File: src/rtl/prog_loader.sv
// Boot loader: packs a byte stream little-endian into 32-bit memory writes and holds the core in reset until done.
// Optional PROG_LOADER_CHECKSUM_EN adds a trailing mod-256 checksum byte that must zero the running sum.
//
// state     | meaning
// S_LOAD    | accept image bytes, pack lanes, issue word writes
// S_CHECK   | (checksum build) accept one checksum byte and verify it
// S_FLUSH   | final write retiring
// S_RELEASE | last cycle with core held in reset
// S_RUN     | core released, done asserted, terminal
// S_ERR     | overflow or bad checksum, core held, terminal
module prog_loader #(
    parameter int ADDR_W     = 16,
    parameter int MEM_BYTES  = 65536,
    parameter int START_ADDR = 0
) (
    input  logic              clk,
    input  logic              rst,
    input  logic              in_valid,
    output logic              in_ready,
    input  logic [7:0]        in_data,
    input  logic              in_last,
    output logic              mem_we,
    output logic [ADDR_W-1:0] mem_addr,
    output logic [31:0]       mem_wdata,
    output logic [3:0]        mem_wstrb,
    output logic              core_rst,
    output logic              done,
    output logic              err
);

    typedef enum logic [2:0] {
        S_LOAD,
`ifdef PROG_LOADER_CHECKSUM_EN
        S_CHECK,
`endif
        S_FLUSH,
        S_RELEASE,
        S_RUN,
        S_ERR
    } state_t;

    // One extra address bit so the wrap past 2^ADDR_W still reads as overflow.
    localparam logic [ADDR_W:0] LIMIT = (ADDR_W+1)'(MEM_BYTES);

    state_t              state_q, state_d;
    logic [1:0]          lane_q, lane_d;
    logic [31:0]         buf_q, buf_d;
    logic [ADDR_W:0]     wr_addr_q, wr_addr_d;
    logic                in_ready_q, in_ready_d;
    logic                mem_we_q, mem_we_d;
    logic [ADDR_W-1:0]   mem_addr_q, mem_addr_d;
    logic [31:0]         mem_wdata_q, mem_wdata_d;
    logic [3:0]          mem_wstrb_q, mem_wstrb_d;
    logic                core_rst_q, core_rst_d;
    logic                done_q, done_d;
    logic                err_q, err_d;
    logic                hs;
    logic [31:0]         word_v;
    logic [3:0]          fill_mask;
`ifdef PROG_LOADER_CHECKSUM_EN
    logic [7:0]          sum_q, sum_d;
    logic [7:0]          sum_chk;
`endif

    always_comb begin
        state_d     = state_q;
        lane_d      = lane_q;
        buf_d       = buf_q;
        wr_addr_d   = wr_addr_q;
        mem_we_d    = 1'b0;
        mem_addr_d  = mem_addr_q;
        mem_wdata_d = mem_wdata_q;
        mem_wstrb_d = 4'b0000;
        hs          = in_valid && in_ready_q;
        word_v      = buf_q;
        word_v[{lane_q, 3'b000} +: 8] = in_data;
        case (lane_q)
            2'd0:    fill_mask = 4'b0001;
            2'd1:    fill_mask = 4'b0011;
            2'd2:    fill_mask = 4'b0111;
            default: fill_mask = 4'b1111;
        endcase
`ifdef PROG_LOADER_CHECKSUM_EN
        sum_d   = sum_q;
        sum_chk = sum_q + in_data;
`endif

        case (state_q)
            S_LOAD: begin
                if (hs) begin
                    if (wr_addr_q >= LIMIT) begin
                        state_d = S_ERR;
                    end else begin
`ifdef PROG_LOADER_CHECKSUM_EN
                        sum_d = sum_chk;
`endif
                        if (lane_q == 2'd3 || in_last) begin
                            mem_we_d    = 1'b1;
                            mem_addr_d  = wr_addr_q[ADDR_W-1:0];
                            mem_wdata_d = word_v;
                            mem_wstrb_d = fill_mask;
                            lane_d      = 2'd0;
                            buf_d       = 32'h0;
                            wr_addr_d   = wr_addr_q + (ADDR_W+1)'(4);
                        end else begin
                            lane_d = lane_q + 2'd1;
                            buf_d  = word_v;
                        end
                        if (in_last) begin
`ifdef PROG_LOADER_CHECKSUM_EN
                            state_d = S_CHECK;
`else
                            state_d = S_FLUSH;
`endif
                        end
                    end
                end
            end
`ifdef PROG_LOADER_CHECKSUM_EN
            S_CHECK: begin
                if (hs) state_d = (sum_chk == 8'h00) ? S_FLUSH : S_ERR;
            end
`endif
            S_FLUSH:   state_d = S_RELEASE;
            S_RELEASE: state_d = S_RUN;
            S_RUN:     state_d = S_RUN;
            default:   state_d = S_ERR;
        endcase

`ifdef PROG_LOADER_CHECKSUM_EN
        in_ready_d = (state_d == S_LOAD) || (state_d == S_CHECK);
`else
        in_ready_d = (state_d == S_LOAD);
`endif
        core_rst_d = (state_d != S_RUN);
        done_d     = (state_d == S_RUN);
        err_d      = (state_d == S_ERR);
    end

    always_ff @(posedge clk or negedge rst) begin
        if (!rst) begin
            state_q     <= S_LOAD;
            lane_q      <= 2'd0;
            buf_q       <= 32'h0;
            wr_addr_q   <= (ADDR_W+1)'(START_ADDR);
            in_ready_q  <= 1'b0;
            mem_we_q    <= 1'b0;
            mem_addr_q  <= ADDR_W'(START_ADDR);
            mem_wdata_q <= 32'h0;
            mem_wstrb_q <= 4'b0000;
            core_rst_q  <= 1'b1;
            done_q      <= 1'b0;
            err_q       <= 1'b0;
`ifdef PROG_LOADER_CHECKSUM_EN
            sum_q       <= 8'h00;
`endif
        end else begin
            state_q     <= state_d;
            lane_q      <= lane_d;
            buf_q       <= buf_d;
            wr_addr_q   <= wr_addr_d;
            in_ready_q  <= in_ready_d;
            mem_we_q    <= mem_we_d;
            mem_addr_q  <= mem_addr_d;
            mem_wdata_q <= mem_wdata_d;
            mem_wstrb_q <= mem_wstrb_d;
            core_rst_q  <= core_rst_d;
            done_q      <= done_d;
            err_q       <= err_d;
`ifdef PROG_LOADER_CHECKSUM_EN
            sum_q       <= sum_d;
`endif
        end
    end

    assign in_ready  = in_ready_q;
    assign mem_we    = mem_we_q;
    assign mem_addr  = mem_addr_q;
    assign mem_wdata = mem_wdata_q;
    assign mem_wstrb = mem_wstrb_q;
    assign core_rst  = core_rst_q;
    assign done      = done_q;
    assign err       = err_q;

endmodule

File: config.mk
export PLATFORM = sky130hd
export DESIGN_NAME = prog_loader
export DESIGN_NICKNAME = d
export VERILOG_FILES = /design/src/rtl/prog_loader.sv
export SDC_FILE = /design/constraint.sdc
export NUM_CORES = 1
export LEC_CHECK = 0
export CORE_AREA = 2 2 93 95
export DETAILED_ROUTE_END_ITERATION = 16
export DIE_AREA = 0 0 95 97
export PLACE_DENSITY_LB_ADDON = 0.2
export SETUP_SLACK_MARGIN = 0.4
export SYNTH_ARGS = -nofsm -noshare
export SYNTH_HDL_FRONTEND = slang
export SYNTH_SLANG_ARGS = --single-unit
File: constraint.sdc
create_clock -name clk -period 5.8 [get_ports clk]
set_clock_uncertainty 0.05 [all_clocks]
set_input_delay 0.58 -clock clk [delete_from_list [all_inputs] [get_ports clk]]
set_output_delay 0.58 -clock clk [all_outputs]
set_load 0.02 [all_outputs]
# Word level (Yosys, flattened, before mapping)
# Cells that the tools add are included.
# W data, S select, Z words.
# op_classes
bitwise	1
mul	0
mux	16
shift	2
div	0
reduce_logical	8
n_addsub	3
n_eq_ne	9
n_lt_le_gt_ge	1
# ops
cell	n
$bwmux W32	1
$mux W32	1
$shift A8 B7 Y32 const A	1
$shiftx A8 B7 Y32	1
$add A17 B3 Y17 const B	1
$ge A17 B17 Y1 const B	1
$mux W4	4
$pmux W4 S3	1
$eq A3 B2 Y1 const B	3
$mux W3	3
$pmux W3 S3	1
$neg A5 Y7	1
$logic_not A3 Y1	2
$eq A2 B2 Y1 const B	2
$mux W1	4
$reduce_and A4 Y1	1
$eq A3 B1 Y1 const B	1
$eq A3 B3 Y1 const B	1
$ne A3 B2 Y1 const B	1
$reduce_and A3 Y1	1
$add A2 B1 Y2 const B	1
$eq A2 B1 Y1 const B	1
$logic_not A2 Y1	1
$mux W2	1
other kinds (4)	4
# totals
memories	0
mem_bits_rw	0
rom_bits	0
output_inout_bits	57
inputBits	12
latchBits	0
ff_bits	111

# Depth between registers and ports, before layout
# depth
depth_word	6
mapped_depth	8
mapped_depth_nobuf	5

# Worst setup path after synthesis
# OpenSTA, ideal clock, no wires.
# synth_timing
path_kind	register to register
start	register lane_q[0]
end	register buf_q[0]
stages_incl_launch_ff	8
synth_period_minus_slack_ns	1.931
arrival_ns	1.760
setup_slack_ns	3.869
t_required_ns	5.629
path_buffers	2
setup_time_ns	0.121
cell_sequence	dfrtp_1 -> inv_1 -> ha_1 -> and4bb_2 -> buf_2 -> nor2b_1 -> clkbuf_2 -> a22o_1
# synth_between
elab_chain_cells	4
word_cells_on_any_way	7
classes_between	1 x add/sub; 1 x eq/ne; 2 x shift; 2 x mux; 1 x reduce/logical
# synth_lines
element	line_no	source
from (decl)	46	logic [1:0] lane_q, lane_d;
from (signal assigned)	159	lane_q <= lane_d;
$neg A5 Y7	76	word_v[{lane_q, 3'b000} +: 8] = in_data;
$shiftx A8 B7 Y32 / $shift A8 B7 Y32 (equally long branches)	76	
$bwmux W32	76	
$mux W32 *	97	if (lane_q == 2'd3 || in_last) begin
to (signal assigned)	160	buf_q <= buf_d;
to (decl)	47	logic [31:0] buf_q, buf_d;
# Every way passes the cells marked *; elsewhere a longest branch is shown, timed or not.
# A chain may end at the register's enable or synchronous reset.

# Final worst setup path
# layout_timing
start	register lane_q[0]
end	register mem_addr_q[15] (netlist: mem_addr[15])
# layout_between
elab_chain_cells	3
# layout_lines
element	line_no	source
$eq A2 B2 Y1	97	
$logic_or A1 B1 Y1	97	
$reduce_and A4 Y1 (no source line)	--	
to (signal assigned)	148	mem_addr_q <= ADDR_W'(START_ADDR);
to (signal assigned)	164	mem_addr_q <= mem_addr_d;
to (decl)	51	logic [ADDR_W-1:0] mem_addr_q, mem_addr_d;
# No other way between the ends.

==> reports/metrics.cfg <==
[floorplanning]
fp-row-count=33
die_area_um2=9220
chipWidth_um=95
die_h_um=97
fp.coreArea_um2=8130
initial_core_util_pct=57.5
io_pins=69

[routing]
vias_per_cell=5.67
wl_mm=9.27
ant_nets=0
drc=0
post_drt_wl_per_cell_um=16.5
first_pass_iters=6
drtIter0Drc=216
vias=3190

[clock_tree]
cts_tree=done
h-tree-depth=3
hold_buffers=0
clk_pin_slew_ns=0.11
ctsResizeCount=0
cts_buffer_depth=2
cts_setup_buffers=0
cts_root_buffer=clkbuf_8
clock_latency_ns=0.37
cts_buffers=9
numClockSinks=106

[placement]
dp_hpwl_mm=6.20
dp_slack_ns=2.81
portBuffers=66
gp_congestion=0.844

[synth]
synth_area_leaders=dfrtp_1, a21oi_1, a22o_1
yosysMostFrequentCell=dfrtp_1
synthArstFlopShare_pct=100
ys.flop_type=dfrtp_1
yosys_warnings=0
syn-cell-area_um2=4670
synth_commonest_cells=dfrtp_1, a21oi_1, nor2_1
synth_top_cell_area_share_pct=56.2
avgSynthCellArea_um2=11.5
netlist_instances=408
synth-seq-area-share_pct=56.8
synth_edf_count=0
synth_seq_cells=106
yosys.area.top_type=dfrtp_1
yosysUniqueCellTypes=43

[sta]
setup_viol_count_final=0
hold_viol=0
timing.setup.tns_ns=0
rsz0062_at_grt=no
max_freq_mhz=381
finalCritPeriodShare_pct=45.2
period_needed_ns=2.62
relSlewSlack_pct=37.0
tightest_slew_ns=0.945
worst_slack_ns=3.18
drv_slew=0

[setup_path]
crit_path_start_kind=register
cp_top_family=simple AND/OR/NAND/NOR gates
path_depth=4
crit_arrival_ns=2.84
reg2reg_from=lane_q[0]$_DFFE_PN0P_
slowest_delay_ns=0.91
worstReg2RegEnd=mem_addr[15]$_DFFE_PN0P_
cp_cell_sequence=ha_1 > or2_1 > and3_4 > mux2_2
critPathCaptureType=register
critPathBufInv=0
cp.required_ns=6.02
worstSetupPathType=reg -> reg
crit_fanout=88
r2r_setup_slack_ns=3.18
crit_slowest_cell=and3_4
ff2ff_path_depth=4

[power]
power.density_nw_per_um2=302
peakVddDrop_mv=0.260
finalPower_mw=1.66
leakage_nw=2.48

[worst_hold_path]
hold_class=in -> async

[cells_and_area]
area_delta_synth_final_pct=17.6
nets=473
layout-drive-gt1-share_pct=9.39
diodes=0

[global_route]
grt_pass1_vias=3121
grt_first_pass_wirelength_mm=15.9
grt_usage_pct=22.1
antenna_found_initial=0
grt_overflow_total=0
grt_max_degree=89

[job]
drv_cap=0

[status]
status=finished clean

==> how the worst max path moves through the flow <==
stage                                      from                        to  slack [ns]
after detailed placement                in_last  mem_addr[15]$_DFFE_PN0P_        2.81
final                     lane_q[0]$_DFFE_PN0P_  mem_addr[15]$_DFFE_PN0P_        3.18
after CTS                 lane_q[0]$_DFFE_PN0P_  mem_addr[15]$_DFFE_PN0P_        3.15
after floorplan           lane_q[0]$_DFFE_PN0P_      buf_q[0]$_DFFE_PN0P_        3.87
after global routing      lane_q[0]$_DFFE_PN0P_  mem_addr[15]$_DFFE_PN0P_        3.00
after global placement                  in_last  mem_addr[15]$_DFFE_PN0P_        2.86
==> worst reg2reg max path, cell delays in order (launching register included) <==
cell     delay (ns)
dfrtp_1        0.52
ha_1           0.26
or2_1          0.37
and3_4         0.91
mux2_2         0.42
==> registers in the layout, indices dropped and copies added, names as in the netlist <==
name       flops
lane_q         2
core_rst       1
in_ready       1
buf_q         32
mem_wdata     32
mem_addr      14
done           1
mem_wstrb      4
state_q        3
err            1
wr_addr_q     15
==> metrics by stage <==
stage,hold slack (ns),cell area [um2],util (%),instances
floorplan,0.234,4680,-,409
global placement,0.430,5270,64.7,547
detailed placement,0.432,5270,64.7,547
CTS,0.171,5500,67.6,563
global route,0.186,5500,67.6,563
finish,0.158,5500,67.6,563
==> power breakdown <==
| part | switching (mW) | internal [mW] |
|---|---|---|
| logic | 0.169 | 0.138 |
| clock network | 0.264 | 0.252 |
| registers | 0.0423 | 0.796 |
| total | 0.476 | 1.19 |
==> cells in the final DEF, fill, tap and decap left out, types with 4 or more instances in the layout <==
cell,n
mux2_4,13
clkbuf_8,9
inv_1,8
nor2b_1,38
clkdlybuf4s50_1,65
o21ai_2,4
nand3_1,7
xnor2_1,7
xor2_1,6
ha_1,8
a21oi_1,64
nand2_1,5
nand4_1,7
nor2_1,39
nor3_1,4
a22o_1,32
dfrtp_1,105
==> per-layer routing <==
metal / wire length [um] / part of all wire (%) / GRT usage [%] / up-vias
li1: - / - / - / 1498
met3: 450 / 4.9 / 5.22 / 12
met2: 4530 / 49 / 34.3 / 80
met5: 0 / 0 / 0 / -
met4: 131 / 1.4 / 6.02 / 0
met1: 4150 / 45 / 31.2 / 1600
==> cells by family after synthesis <==
kind of cell / after synthesis / share of synthesized area, %
buf+inv: 43 / 5.30
mux: 14 / 4.42
compound gates: 109 / 15.0
flops: 106 / 56.8
other cells: 1 / 0.0802
simple gates: 114 / 13.8
fa+ha+maj: 8 / 2.14
xor+xnor: 13 / 2.44
==> cell type report <==
type	instances	area, um2
Timing Repair Buffer	68	673
Inverter	8	30.0
Clock buffer	9	124
Fill cell	642	2640
Clock inverter	7	106
Tap cell	105	131
Multi-Input combinational cell	260	1780
Sequential cell	106	2650
No activity file was read; power rests on OpenSTA's default activity.
